<file path="config.mk">
export PLATFORM = sky130hd
export DESIGN_NAME = xcfi_trace_emitter
export DESIGN_NICKNAME = d
export VERILOG_FILES = /design/src/rtl/xcfi_pkg.sv /design/src/rtl/xcfi_memq.sv /design/src/rtl/xcfi_trace_emitter.sv
export SDC_FILE = /design/constraint.sdc
export NUM_CORES = 1
export LEC_CHECK = 0
export ABC_CLOCK_PERIOD_IN_PS = 6200
export BUFFER_PORTS_ARGS = -buffer_cell sky130_fd_sc_hd__buf_2
export CORE_AREA = 4 4 329 331
export CTS_CLUSTER_SIZE = 14
export DETAILED_ROUTE_END_ITERATION = 7
export DIE_AREA = 0 0 333 335
export PLACE_DENSITY = 0.49
export SETUP_SLACK_MARGIN = 0.15
export SYNTH_ARGS = -nofsm -noshare
export SYNTH_HDL_FRONTEND = slang
export SYNTH_SLANG_ARGS = --single-unit
</file>
<file path="constraint.sdc">
create_clock -name g_clk -period 6.2 [get_ports g_clk]
set_input_delay 1.86 -clock g_clk [delete_from_list [all_inputs] [get_ports g_clk]]
set_output_delay 1.86 -clock g_clk [all_outputs]
set_load 0.01 [all_outputs]
</file>
<file path="src/rtl/xcfi_pkg.sv">
// Shared types for the XCFI trace emitter: default widths, memory-record layout, FSM state.
// Latency: n/a (types only).
// Backpressure: n/a.
package xcfi_pkg;

    localparam int XLEN_DEF       = 32;
    localparam int ILEN_DEF       = 32;
    localparam int MEMQ_DEPTH_DEF = 2;

    // Emitter run state: HALTED is terminal until reset
    typedef enum logic {
        ST_RUN    = 1'b0,
        ST_HALTED = 1'b1
    } trace_state_t;

    // Memory-stage access record captured ahead of retirement (default width)
    typedef struct packed {
        logic [XLEN_DEF-1:0]   addr;
        logic [XLEN_DEF/8-1:0] rmask;
        logic [XLEN_DEF/8-1:0] wmask;
        logic [XLEN_DEF-1:0]   wdata;
    } mem_rec_t;

endpackage

</file>
<file path="src/rtl/xcfi_memq.sv">
// In-order buffer of memory access records; load data is filled in later, oldest-unfilled first.
// Latency: push/fill/pop visible the cycle after; head is read combinationally.
// Backpressure: none; caller must not push when full without a same-cycle pop.
module xcfi_memq
    import xcfi_pkg::*;
#(
    parameter int  XLEN  = XLEN_DEF,
    parameter int  DEPTH = MEMQ_DEPTH_DEF,   // power of two, at least 2
    parameter type rec_t = mem_rec_t
) (
    input  logic            clk,
    input  logic            resetn,
    input  logic            push,
    input  rec_t            push_rec,
    input  logic            push_filled,     // store-only records expect no response
    input  logic            fill,
    input  logic [XLEN-1:0] fill_rdata,
    input  logic            pop,
    input  logic            flush,
    output logic            full,
    output logic            empty,
    output rec_t            head_rec,
    output logic [XLEN-1:0] head_rdata,
    output logic            head_filled
);

    localparam int PW = $clog2(DEPTH);
    localparam int CW = PW + 1;

    rec_t            recs  [DEPTH];
    logic [XLEN-1:0] rdata [DEPTH];
    logic [DEPTH-1:0] filled;
    logic [PW-1:0]   head;
    logic [CW-1:0]   count;
    logic [PW-1:0]   tail;
    logic [PW-1:0]   fill_idx;
    logic            fill_hit;
    logic            fill_en;

    assign tail        = head + count[PW-1:0];
    assign full        = (count == CW'(DEPTH));
    assign empty       = (count == '0);
    assign head_rec    = recs[head];
    assign head_rdata  = rdata[head];
    assign head_filled = filled[head];

    // Locate the oldest occupied entry still waiting for its load data
    always_comb begin
        logic [PW-1:0] idx;
        fill_hit = 1'b0;
        fill_idx = head;
        idx      = '0;
        for (int i = 0; i < DEPTH; i++) begin
            idx = head + PW'(i);
            if (!fill_hit && (CW'(i) < count) && !filled[idx]) begin
                fill_hit = 1'b1;
                fill_idx = idx;
            end
        end
    end

    // A response aimed at the head being popped is consumed by the pop path instead
    assign fill_en = fill && fill_hit && !(pop && (fill_idx == head));

    // Occupancy pointers; flush empties everything that is not leaving this cycle
    always_ff @(posedge clk) begin
        if (!resetn) begin
            head  <= '0;
            count <= '0;
        end else begin
            if (pop) begin
                head <= head + PW'(1);
            end
            if (flush) begin
                count <= '0;
            end else begin
                count <= count + CW'(push) - CW'(pop);
            end
        end
    end

    // Entry storage; push is written last so a reused slot always takes the new record
    always_ff @(posedge clk) begin
        if (fill_en) begin
            rdata[fill_idx]  <= fill_rdata;
            filled[fill_idx] <= 1'b1;
        end
        if (push) begin
            recs[tail]   <= push_rec;
            rdata[tail]  <= '0;
            filled[tail] <= push_filled;
        end
    end

endmodule

</file>
<file path="src/rtl/xcfi_trace_emitter.sv">
// Turns core retire events plus buffered memory records into a registered single-channel RVFI trace.
// Latency: one cycle from ret_valid to rvfi_valid.
// Backpressure: none; protocol violations are flagged on the sticky trace_err instead.
module xcfi_trace_emitter
    import xcfi_pkg::*;
#(
    parameter int XLEN       = XLEN_DEF,
    parameter int ILEN       = ILEN_DEF,
    parameter int MEMQ_DEPTH = MEMQ_DEPTH_DEF
) (
    input  logic              g_clk,
    input  logic              g_resetn,
    input  logic              mem_cap_valid,
    input  logic [XLEN-1:0]   mem_cap_addr,
    input  logic [XLEN/8-1:0] mem_cap_rmask,
    input  logic [XLEN/8-1:0] mem_cap_wmask,
    input  logic [XLEN-1:0]   mem_cap_wdata,
    input  logic              mem_rsp_valid,
    input  logic [XLEN-1:0]   mem_rsp_rdata,
    input  logic              ret_valid,
    input  logic [ILEN-1:0]   ret_insn,
    input  logic [XLEN-1:0]   ret_pc,
    input  logic [XLEN-1:0]   ret_npc,
    input  logic              ret_trap,
    input  logic              ret_halt,
    input  logic              ret_mem,
    input  logic [4:0]        ret_rs1_addr,
    input  logic [4:0]        ret_rs2_addr,
    input  logic [4:0]        ret_rs3_addr,
    input  logic [XLEN-1:0]   ret_rs1_rdata,
    input  logic [XLEN-1:0]   ret_rs2_rdata,
    input  logic [XLEN-1:0]   ret_rs3_rdata,
    input  logic [4:0]        ret_rd_addr,
    input  logic [XLEN-1:0]   ret_rd_wdata,
    input  logic              ret_rd_wide,
    input  logic [XLEN-1:0]   ret_rd_wdatahi,
    input  logic              trap_entry,
    input  logic              flush,
    output logic              rvfi_valid,
    output logic [63:0]       rvfi_order,
    output logic [ILEN-1:0]   rvfi_insn,
    output logic              rvfi_trap,
    output logic              rvfi_halt,
    output logic              rvfi_intr,
    output logic [4:0]        rvfi_rs1_addr,
    output logic [4:0]        rvfi_rs2_addr,
    output logic [4:0]        rvfi_rs3_addr,
    output logic [XLEN-1:0]   rvfi_rs1_rdata,
    output logic [XLEN-1:0]   rvfi_rs2_rdata,
    output logic [XLEN-1:0]   rvfi_rs3_rdata,
    output logic [4:0]        rvfi_rd_addr,
    output logic              rvfi_rd_wide,
    output logic [XLEN-1:0]   rvfi_rd_wdata,
    output logic [XLEN-1:0]   rvfi_rd_wdatahi,
    output logic [XLEN-1:0]   rvfi_pc_rdata,
    output logic [XLEN-1:0]   rvfi_pc_wdata,
    output logic [XLEN-1:0]   rvfi_mem_addr,
    output logic [XLEN/8-1:0] rvfi_mem_rmask,
    output logic [XLEN/8-1:0] rvfi_mem_wmask,
    output logic [XLEN-1:0]   rvfi_mem_rdata,
    output logic [XLEN-1:0]   rvfi_mem_wdata,
    output logic              trace_err
);

    // Same layout as mem_rec_t, sized to this instance's XLEN
    typedef struct packed {
        logic [XLEN-1:0]   addr;
        logic [XLEN/8-1:0] rmask;
        logic [XLEN/8-1:0] wmask;
        logic [XLEN-1:0]   wdata;
    } rec_t;

    trace_state_t    state;
    logic            intr_pend;
    logic [63:0]     order_cnt;
    rec_t            cap_rec;
    rec_t            head_rec;
    logic [XLEN-1:0] head_rdata;
    logic            head_filled, full, empty;
    logic            retire, halt_err, want_pop, pop, fill, mem_ok;
    logic            push, push_err, pop_err, rd_keep;
    logic [XLEN-1:0] mem_rdata;

    assign cap_rec  = '{addr: mem_cap_addr, rmask: mem_cap_rmask,
                        wmask: mem_cap_wmask, wdata: mem_cap_wdata};

    assign retire   = ret_valid && (state == ST_RUN);
    assign halt_err = ret_valid && (state == ST_HALTED);
    assign want_pop = retire && ret_mem;
    assign pop      = want_pop && !empty;
    // Flush squashes any response arriving alongside it
    assign fill     = mem_rsp_valid && !flush;
    // An unfilled head can still be emitted if its response lands this very cycle
    assign mem_ok   = pop && (head_filled || fill);
    assign mem_rdata = head_filled ? head_rdata : mem_rsp_rdata;
    assign push     = mem_cap_valid && !flush && (!full || pop);
    assign push_err = mem_cap_valid && !flush && full && !pop;
    assign pop_err  = want_pop && !mem_ok;
    assign rd_keep  = !ret_trap && (ret_rd_addr != 5'd0);

    xcfi_memq #(
        .XLEN  (XLEN),
        .DEPTH (MEMQ_DEPTH),
        .rec_t (rec_t)
    ) u_memq (
        .clk         (g_clk),
        .resetn      (g_resetn),
        .push        (push),
        .push_rec    (cap_rec),
        .push_filled (mem_cap_rmask == '0),
        .fill        (fill),
        .fill_rdata  (mem_rsp_rdata),
        .pop         (pop),
        .flush       (flush),
        .full        (full),
        .empty       (empty),
        .head_rec    (head_rec),
        .head_rdata  (head_rdata),
        .head_filled (head_filled)
    );

    // Run/halt FSM with the registered RVFI record, order counter, intr flag and error flag
    always_ff @(posedge g_clk) begin
        if (!g_resetn) begin
            state           <= ST_RUN;
            intr_pend       <= 1'b0;
            trace_err       <= 1'b0;
            order_cnt       <= '0;
            rvfi_valid      <= 1'b0;
            rvfi_order      <= '0;
            rvfi_insn       <= '0;
            rvfi_trap       <= 1'b0;
            rvfi_halt       <= 1'b0;
            rvfi_intr       <= 1'b0;
            rvfi_rs1_addr   <= '0;
            rvfi_rs2_addr   <= '0;
            rvfi_rs3_addr   <= '0;
            rvfi_rs1_rdata  <= '0;
            rvfi_rs2_rdata  <= '0;
            rvfi_rs3_rdata  <= '0;
            rvfi_rd_addr    <= '0;
            rvfi_rd_wide    <= 1'b0;
            rvfi_rd_wdata   <= '0;
            rvfi_rd_wdatahi <= '0;
            rvfi_pc_rdata   <= '0;
            rvfi_pc_wdata   <= '0;
            rvfi_mem_addr   <= '0;
            rvfi_mem_rmask  <= '0;
            rvfi_mem_wmask  <= '0;
            rvfi_mem_rdata  <= '0;
            rvfi_mem_wdata  <= '0;
        end else begin
            rvfi_valid <= retire;
            if (retire) begin
                rvfi_order      <= order_cnt;
                order_cnt       <= order_cnt + 64'd1;
                rvfi_insn       <= ret_insn;
                rvfi_trap       <= ret_trap;
                rvfi_halt       <= ret_halt;
                rvfi_intr       <= intr_pend;
                rvfi_pc_rdata   <= ret_pc;
                rvfi_pc_wdata   <= ret_npc;
                rvfi_rs1_addr   <= ret_rs1_addr;
                rvfi_rs2_addr   <= ret_rs2_addr;
                rvfi_rs3_addr   <= ret_rs3_addr;
                rvfi_rs1_rdata  <= (ret_rs1_addr == 5'd0) ? '0 : ret_rs1_rdata;
                rvfi_rs2_rdata  <= (ret_rs2_addr == 5'd0) ? '0 : ret_rs2_rdata;
                rvfi_rs3_rdata  <= (ret_rs3_addr == 5'd0) ? '0 : ret_rs3_rdata;
                rvfi_rd_addr    <= ret_trap ? 5'd0 : ret_rd_addr;
                rvfi_rd_wide    <= rd_keep && ret_rd_wide;
                rvfi_rd_wdata   <= rd_keep ? ret_rd_wdata : '0;
                rvfi_rd_wdatahi <= rd_keep ? ret_rd_wdatahi : '0;
                rvfi_mem_addr   <= mem_ok ? head_rec.addr : '0;
                rvfi_mem_rmask  <= mem_ok ? head_rec.rmask : '0;
                rvfi_mem_wmask  <= (mem_ok && !ret_trap) ? head_rec.wmask : '0;
                rvfi_mem_wdata  <= mem_ok ? head_rec.wdata : '0;
                rvfi_mem_rdata  <= mem_ok ? mem_rdata : '0;
                if (ret_halt) begin
                    state <= ST_HALTED;
                end
            end
            // A trap_entry alongside a retire is held for the retire after it
            intr_pend <= (intr_pend && !retire) || trap_entry;
            if (push_err || pop_err || halt_err) begin
                trace_err <= 1'b1;
            end
        end
    end

endmodule
</file>
# After elaboration in Yosys (flattened, before gate mapping)
# Memory sizes are Yosys's and may differ from the RTL's. A register that Yosys moved wholly into a read port is not among the register bits.
# Cells that the tools add are included.
# op_classes
add_sub_neg	5
order_cmp	8
n_eq_ne	2
n_mux	34
bitwise	3
reduce_logical	47
# op_table
op	n
32-bit 2-to-1 mux	9
64-bit by 1-bit adder with 64-bit output, second input constant	1
1-bit logical AND	23
1-bit 2-to-1 mux	17
5-bit logical NOT	3
1-bit logical NOT	11
1-bit by 2-bit < comparator with 1-bit output, second input constant	4
4-bit 2-to-1 mux	2
1-bit logical OR	5
5-bit 2-to-1 mux	1
5-bit nonzero test	1
4-bit logical NOT	1
1-bit by 2-bit < comparator with 1-bit output, first input constant	2
2-bit 2-to-1 mux	2
2-bit by 1-bit adder with 2-bit output	1
2-bit bitwise mux	1
1-bit demux with 1-bit select	2
2-bit equality test, second input constant	1
1-bit >= comparator, second input constant	2
2-bit logical NOT	1
1-bit inverter	2
2-bit bitwise OR	1
2-bit AND reduction	1
2-bit OR reduction	1
4 further kinds	4
# word_totals
regBits	521
ram_bits	208
in_bits	391
out_inout_bits	450
word_cells	131
n_memories	2
# mem_list
memory	words	width	read_ports	rd_ports_with_merged_regs	wr	line_no	rtl
u_memq.recs	2	72	1	1	1	xcfi_memq.sv:30	rec_t recs [DEPTH];
u_memq.rdata	2	32	1	1	2	xcfi_memq.sv:31	logic [XLEN-1:0] rdata [DEPTH];

# Logic depth before layout (Yosys ltp)
# Gate-level depths: netlist of the first run.
# logic_depth
word_depth	17
depth_mapped	9
mapped_depth_nobuf	8

# Hierarchy
# Synthesis of the first run repeated with hierarchy kept, for this count alone.
# hier_totals
hier_cells	2707
hier_area_um2	26913.3
# by_module_without_submodules
mod	instances	cells_per_inst	area_per_inst_um2	seq_area_each_um2
xcfi_trace_emitter	1	2119	18431.4	10329.9
xcfi_memq	1	588	8481.9	5725.5

# Worst setup path before layout of the first run
# OpenSTA, ideal clock, no wires.
# synth_path
kind	input -> register
startpoint	input port ret_valid
endpoint	memory u_memq.recs[1][0] (netlist name) (enable)
setup_ns	0.464
arrival_time_ns	4.985
required_ns	5.736
setup_slack_ns	0.751
cell_stages	6
n_path_buf	3
path_cell_list	buf_4 -> nand3b_1 -> a31oi_1 -> nor2b_1 -> clkbuf_1 -> clkbuf_1
# synth_between
elab_chain_cells	7
# synth_rtl
element	line_no	rtl
from (decl)	xcfi_trace_emitter.sv:20	input logic ret_valid,
1-bit logical AND	xcfi_trace_emitter.sv:87	assign retire = ret_valid && (state == ST_RUN);
1-bit logical AND	xcfi_trace_emitter.sv:89	assign want_pop = retire && ret_mem;
1-bit logical AND	xcfi_trace_emitter.sv:90	assign pop = want_pop && !empty;
1-bit logical OR	xcfi_trace_emitter.sv:96	assign push = mem_cap_valid && !flush && (!full || pop);
1-bit logical AND	xcfi_trace_emitter.sv:96	
1-bit 2-to-1 mux	xcfi_memq.sv:88	if (push) begin
1-bit 2-to-1 mux (implied by the code)	xcfi_memq.sv:89	recs[tail] <= push_rec;
to (decl)	xcfi_memq.sv:30	
# Every way passes these cells.

# Worst setup path after layout of the first run
# layout_path
startpoint	input port ret_valid
endpoint	memory u_memq.recs[0][39] (netlist name) (enable)
# Same word-level chain as after synthesis.

==> metrics.txt, run 1 <==
status=finished, final reports clean; crit-path leading delay family=simple AND/OR/NAND/NOR gates; input/output buffers=840; Main synth FF type=dfxtp_1; post-synth top area share=44.73%; die footprint=111600 um^2; placed instance area=31830 um^2; pwr dens=313.0 nW/um^2; H-tree depth=3; vias in the first global route=20930; post-synth net total=3011; first-pass detailed-route iteration total=5; grt ovf=0; clock insertion delay at the later pin of the skew report=0.64 ns; EDFF count, synth=144; P&R area growth vs syn=32.05%; Syn Std Cell Area=26230 um^2; Mean Syn Cell Area=10.02 um^2; Leakage=14.73 nW; total I/O pin count=841; initial antenna violation count=22; xor/xnor share of the synthesized area=1.102%; Logic pwr share=7.7%; critical path class=primary input to flip-flop; Worst slew margin=19.69%; slowest cell delay on critical path=0.66 ns; power share of the clock group=45.5%; largest net degree at the start of global routing=187; first-pass GRT wire length=137.5 mm; gr usage total=15.94%; CP cell instances=buf_2 > nand3b_1 > a31oi_1 > and2_4 > buf_4; mux cell area share after synthesis=6.613%; crit path launch type=primary input; adder-cell share of the synthesized area=0.1431%; final number of setup-violating endpoints=0; drt total wl=94.95 mm; final net count=3776; fin cells=4844; cell total after placement=4688; Synth Area in Simple Gates=15.09%; Unique masters post-synth=55; type of the tightest min-delay check=flip-flop to flip-flop; clock sink total=730; Slew Viols, Final=0; RePlAce Congestion=0.8196; setup bufs post-CTS=0; Yosys reg bits=730; Starting Density=24.95%; final worst slack=2.605 ns; Max Clk Rate=278.2 MHz; Cells after Synth=2617; CTS hold repair buffers=0; post-synth top area cell=dfxtp_1; internal power=8.181 mW; clk root buf=clkbuf_16; Site Rows=119; ANT nets after route=0; Longest Clk Path Bufs=3; dpl hpwl=68.14 mm; Fillers=11020; Async S/R FF share, synth=0%; Avg Vias per Cell=4.536; DIE HEIGHT=335 um; RSZ-0062 raised after global routing=no; pre-CTS WS=1.930 ns; Critical Path AT=3.93 ns; CTS tree=yes; sequential cell fraction of total power=46.8%; fin area=34630 um^2; total power=10.84 mW; critical-path cell with the highest stage delay=and2_4; main combinational cell family by area after synthesis=simple AND/OR/NAND/NOR gates; Yosys Warn Count=0; CP Buf/Inv Count=2; switching pwr=2.657 mW; synth top area cells=dfxtp_1, edfxtp_1, nand2_1; Switching Fraction=24.52%; Crit. End Element=flip-flop; Compound-Gate Fraction of Synth Area=12.98%; Core ar.=105100 um^2; wire per inst=19.60 um; drt initial violations=1509; final setup skew=0.02322 ns; # DRC=0; post-cts resize count=0; Seq/Total Area, Yosys=61.22%; Tmin final=3.595 ns; worst-path fanout max=47; setup tns final=0 ns; worst-margin pin slew=1.200 ns; total number of vias=21970; VDD IR max=0.3055 mV; Hold Fails Final Rpt=0; CTS Buf Count=83; share of cells above drive strength 1=30.61%; clock transition time at the flip-flop clock pins of the worst setup and hold paths=0.06 ns; period utilisation layout=57.98%; die width=333 um; Max Cap Violations=0; worst path required time=6.54 ns
## per-layer routing
metal	vias up	part of all wire (%)	global-route usage, %
li1	10660	-	-
met1	10480	42	19.86
met2	676	47	25.88
met3	137	8.8	6.010
met4	18	2.1	4.405
met5	-	0.13	0
## state kept, by name, summed over array words and instances (netlist names), 4 cells and up, named ones only
name	cells
order_cnt	64
rvfi_insn	32
rvfi_mem_addr	32
rvfi_mem_rdata	32
rvfi_mem_rmask	4
rvfi_mem_wdata	32
rvfi_mem_wmask	4
rvfi_order	64
rvfi_pc_rdata	32
rvfi_pc_wdata	32
rvfi_rd_addr	5
rvfi_rd_wdata	32
rvfi_rd_wdatahi	32
rvfi_rs1_addr	5
rvfi_rs1_rdata	32
rvfi_rs2_addr	5
rvfi_rs2_rdata	32
rvfi_rs3_addr	5
rvfi_rs3_rdata	32
u_memq.rdata	64
u_memq.recs	144
## path summary, 6_finish.rpt
check	startpoint	endpoint	slack [ns]	cells after the start
setup reg to reg	order_cnt[0]$_SDFFE_PN0N_	order_cnt[58]$_SDFFE_PN0N_	3.36	6
hold / removal	rvfi_order[38]$_SDFFE_PN0N_	rvfi_order[38]$_SDFFE_PN0N_	0.45	2
hold reg to reg	rvfi_order[38]$_SDFFE_PN0N_	rvfi_order[38]$_SDFFE_PN0N_	0.45	2
setup / recovery	ret_valid	u_memq.recs[0][39]$_DFFE_PP_	2.61	5
## cell usage after synthesis, types with 2 or more instances
library cell / instances
a21oi_1: 254
and4_1: 5
a22o_1: 23
a32o_1: 3
nor2b_1: 2
and3_1: 8
o21ai_1: 4
inv_1: 7
nand2_1: 459
dfxtp_1: 586
o31ai_1: 13
o21ai_0: 83
nor3b_1: 3
nand2b_1: 5
ha_1: 3
o21a_1: 4
nand3_1: 24
nor4_2: 2
mux2_2: 34
xnor2_1: 12
or3_1: 20
buf_2: 13
clkbuf_1: 162
nor3_1: 14
edfxtp_1: 144
nand4_1: 26
nor2_1: 315
buf_1: 10
nor3_4: 2
nand3b_1: 7
and2_1: 6
nor4_1: 2
mux2i_1: 135
a22oi_1: 169
nand4_2: 2
or2_2: 2
or4_1: 16
xor2_1: 21
## metrics by stage
stage          utilization (%)  hold slack, ns
3_5_place_dp             30.28          0.4389
6_report                 32.94          0.4480
4_1_cts                  32.92          0.4511
5_1_grt                  32.92          0.4640
3_3_place_gp             30.28          0.4322
2_1_floorplan                -          0.4323
## kinds of logic after synthesis
group	count (synthesis)
DFF	730
and+or+nand+nor	927
AOI/OAI and AO/OA	561
buffers and inverters	194
muxes	169
adders and majority gates	3
xor gates and xnor gates	33
## placed cells by master, fill, tap and decap left out, types with 3 or more instances in the layout
cell,synthesis,routed
xor2_1,21,21
mux2_2,34,34
clkinv_16,0,3
nand4_1,26,26
clkinv_2,0,9
mux2i_1,135,134
a32o_1,3,3
dfxtp_1,586,585
nand2b_1,5,4
inv_1,7,7
clkbuf_16,0,84
nor3b_1,3,3
buf_12,0,6
nor2_1,315,314
buf_2,13,840
clkbuf_8,0,20
xnor2_1,12,12
clkinv_8,0,3
o21ai_0,83,83
o21ai_1,4,4
and3_1,8,8
and4_1,5,5
nand3_1,24,24
o21a_1,4,4
nand2_1,459,458
nand3b_1,7,7
or4_1,16,16
a22oi_1,169,169
clkbuf_1,162,18
bufinv_16,0,3
a22o_1,23,23
o31ai_1,13,13
a21oi_1,254,252
and2_1,6,5
buf_4,1,20
ha_1,3,3
edfxtp_1,144,144
nor3_1,14,13
or3_1,20,19
diode_2,0,10
## power by group through the flow
stage,Combinational (mW),Sequential (mW),Clock [mW]
2_1_floorplan,0.362,5.21,0
3_3_place_gp,0.839,5.17,0
3_5_place_dp,0.841,5.18,0
4_1_cts,0.843,5.07,5.08
5_1_grt,0.909,5.09,5.27
6_report,0.829,5.07,4.93
## worst register-to-register path, delay by kind of cell, from the launching register on
kind,cells,cell delay (ns)
adder cells (fa/ha/maj),1,0.36
AND/OR/NAND/NOR,4,1.75
flip-flops,1,0.51
AO/OA/AOI/OAI,1,0.15
## cell type report
class | count | area [um^2] | area share (%)
inverter | 8 | 37.54 | 0.1084
sequential | 730 | 16060 | 46.37
antenna | 10 | 25.02 | 0.07226
multi-input combinational | 1693 | 9519 | 27.49
clock buffer | 122 | 2445 | 7.060
timing repair buffer | 866 | 4474 | 12.92
tap | 1391 | 1740 | 5.026
clock inverter | 24 | 329.1 | 0.9502
No activity file was read; power rests on OpenSTA's default activity.
==> inputs of run 2 (changes only) <==
--- a/config.mk
+++ b/config.mk
@@ -5,7 +5,7 @@
 export SDC_FILE = /design/constraint.sdc
 export NUM_CORES = 1
 export LEC_CHECK = 0
-export ABC_CLOCK_PERIOD_IN_PS = 6200
+export ABC_CLOCK_PERIOD_IN_PS = 3500
 export BUFFER_PORTS_ARGS = -buffer_cell sky130_fd_sc_hd__buf_2
 export CORE_AREA = 4 4 329 331
 export CTS_CLUSTER_SIZE = 14
==> constraint.sdc (replaced) <==
create_clock -name g_clk -period 3.5 [get_ports g_clk]
set_input_delay 1.05 -clock g_clk [delete_from_list [all_inputs] [get_ports g_clk]]
set_output_delay 1.05 -clock g_clk [all_outputs]
set_load 0.01 [all_outputs]
==> run 2 against run 1 <==
Global-route usage rose by 0.091 points. First-iteration DRC count fell by 10%. Core utilization rose by 0.20 points. Via count rose by 0.20%. Clock skew fell by 0.0047 ns. Worst hold slack got worse by 0.0032 ns. Non-clock buffer count rose by 22. Worst setup slack got worse by 1.6 ns. Die area did not move. Sequential power rose by 77%. Flip-flop and latch count did not move. Critical path type is now flip-flop to flip-flop. Largest power group unchanged.
==> metrics.txt, run 2 (synthesis results as in run 1) <==
P&R area growth vs syn=32.84%; RePlAce Congestion=0.7982 (-2.6%); wire per inst=19.41 um (-0.96%); Worst slew margin=27.82% (+8.1 points); setup tns final=0 ns (unchanged); Avg Vias per Cell=4.513 (-0.50%); # DRC=0 (unchanged); clock insertion delay at the later pin of the skew report=0.65 ns (about the same); ANT nets after route=0 (unchanged); worst path required time=4.01 ns (-2.53 ns); total number of vias=22020 (+0.20%); CTS tree=yes; worst-path fanout max=33 (-30%); vias in the first global route=21350 (+2.0%); Hold Fails Final Rpt=0 (unchanged); Max Clk Rate=402.9 MHz; CTS Buf Count=83 (unchanged); critical path class=flip-flop to flip-flop; clock sink total=730 (unchanged); die width=333 um (unchanged); die footprint=111600 um^2 (unchanged); post-cts resize count=0 (unchanged); Register Area=16060 um^2 (unchanged); Worst R2R Setup Slack=1.02 ns (-2.34 ns); type of the tightest min-delay check=flip-flop to flip-flop; Tmin final=2.482 ns; drt total wl=94.70 mm (-0.26%); dpl hpwl=68.18 mm (about the same); Critical Path AT=2.99 ns (-0.94 ns); total I/O pin count=841 (unchanged); final net count=3798 (+0.58%); grt ovf=0 (unchanged); commonest cells after routing, fill and taps aside=buf_2, dfxtp_1, nand2_1, nor2_1, a21oi_1; CTS hold repair buffers=0 (unchanged); VDD IR max=0.4245 mV (+39%); Slew Viols, Final=0 (unchanged); initial antenna violation count=24 (+9.1%); status=finished, final reports clean; drt initial violations=1358 (-10%); gr usage total=16.03% (+0.091 points); max FFs per register=144 (unchanged); DIE HEIGHT=335 um (unchanged); Site Rows=119 (unchanged); final number of setup-violating endpoints=0 (unchanged); pre-CTS WS=0.4087 ns (-1.522 ns); Fillers=11100 (+0.73%); final setup skew=0.01855 ns (-0.004673 ns); final worst slack=1.018 ns (-1.587 ns); worst-margin pin slew=1.083 ns (-0.1175 ns); Crit. End Element=flip-flop; largest net degree at the start of global routing=185 (-1.1%); clk root buf=clkbuf_16; share of cells above drive strength 1=30.84% (+0.23 points); Core ar.=105100 um^2 (unchanged); first-pass detailed-route iteration total=5 (unchanged); Starting Density=24.95% (unchanged); period utilisation layout=70.92%; setup bufs post-CTS=0 (unchanged); input/output buffers=840 (unchanged); Top reg by flops=u_memq.recs; most common cell after layout, fill and taps aside=buf_2; pwr dens=546.8 nW/um^2 (+75%); clock transition time at the flip-flop clock pins of the worst setup and hold paths=0.06 ns (about the same); first-pass GRT wire length=138.4 mm (+0.62%); Leakage=14.82 nW (+0.62%); Longest Clk Path Bufs=3 (unchanged); H-tree depth=3 (unchanged); RSZ-0062 raised after global routing=no; multi-input logic area=9512 um^2 (about the same); crit path launch type=flip-flop; Max Cap Violations=0 (unchanged)
==> run 2: final timing paths <==
check	end	from	cells after the start
setup / recovery	u_memq.rdata[1][26]$_SDFFE_PP0P_	state$_SDFFE_PN0P_	7
hold reg to reg	rvfi_mem_addr[31]$_SDFFE_PN0N_	rvfi_mem_addr[31]$_SDFFE_PN0N_	2
setup reg to reg	u_memq.rdata[1][26]$_SDFFE_PP0P_	state$_SDFFE_PN0P_	7
hold / removal	rvfi_mem_addr[31]$_SDFFE_PN0N_	rvfi_mem_addr[31]$_SDFFE_PN0N_	2
==> run 2: routing by layer <==
layer  vias to the layer above  part of all wire (%)  global-route usage, %  wire length [um]
met1                     10420                    44                  20.97             41620
met3                       133                   7.7                  4.727              7338
li1                      10710                     -                      -                 -
met2                       743                    46                  25.65             43440
met5                         -                 0.064                      0                61
met4                        10                   2.4                  4.764              2235
==> run 2: final cells by class <==
type | count | area share (%)
Antenna cell | 14 | 0.1006
Tap cell | 1391 | 4.996
Sequential cell | 730 | 46.10
Clock inverter | 21 | 0.6393
Timing Repair Buffer | 888 | 13.68
Multi-Input combinational cell | 1693 | 27.30
Inverter | 8 | 0.1077
Clock buffer | 133 | 7.079
==> run 2: report_power, final <==
part           internal [mW]  switching, mW  leakage, nW
Combinational          0.560          0.948         7.43
Clock                   4.94           3.61         1.31
Sequential              8.85          0.140         6.09
==> run 2: metrics by stage <==
stage                     cell area, um^2  util (%)  hold slack (ns)  power [mW]  cells
final                               34840     33.14           0.4448       19.05   4878
after detailed placement            32110     30.55           0.4371       10.70   4710
after floorplan                     26230         -           0.4323       9.875   2617
after global routing                34810     33.12           0.4670       19.84   4869
after CTS                           34800     33.11           0.4509       19.37   4864
after global placement              32110     30.55           0.4306       10.70   4710
==> run 2: worst max-delay path, stage by stage, from the launching register on <==
cell,delay [ns]
dfxtp_1,0.57
nand3b_1,0.43
buf_4,0.24
a21oi_1,0.06
or3_2,0.41
buf_4,0.32
mux2i_1,0.22
nor2_1,0.07
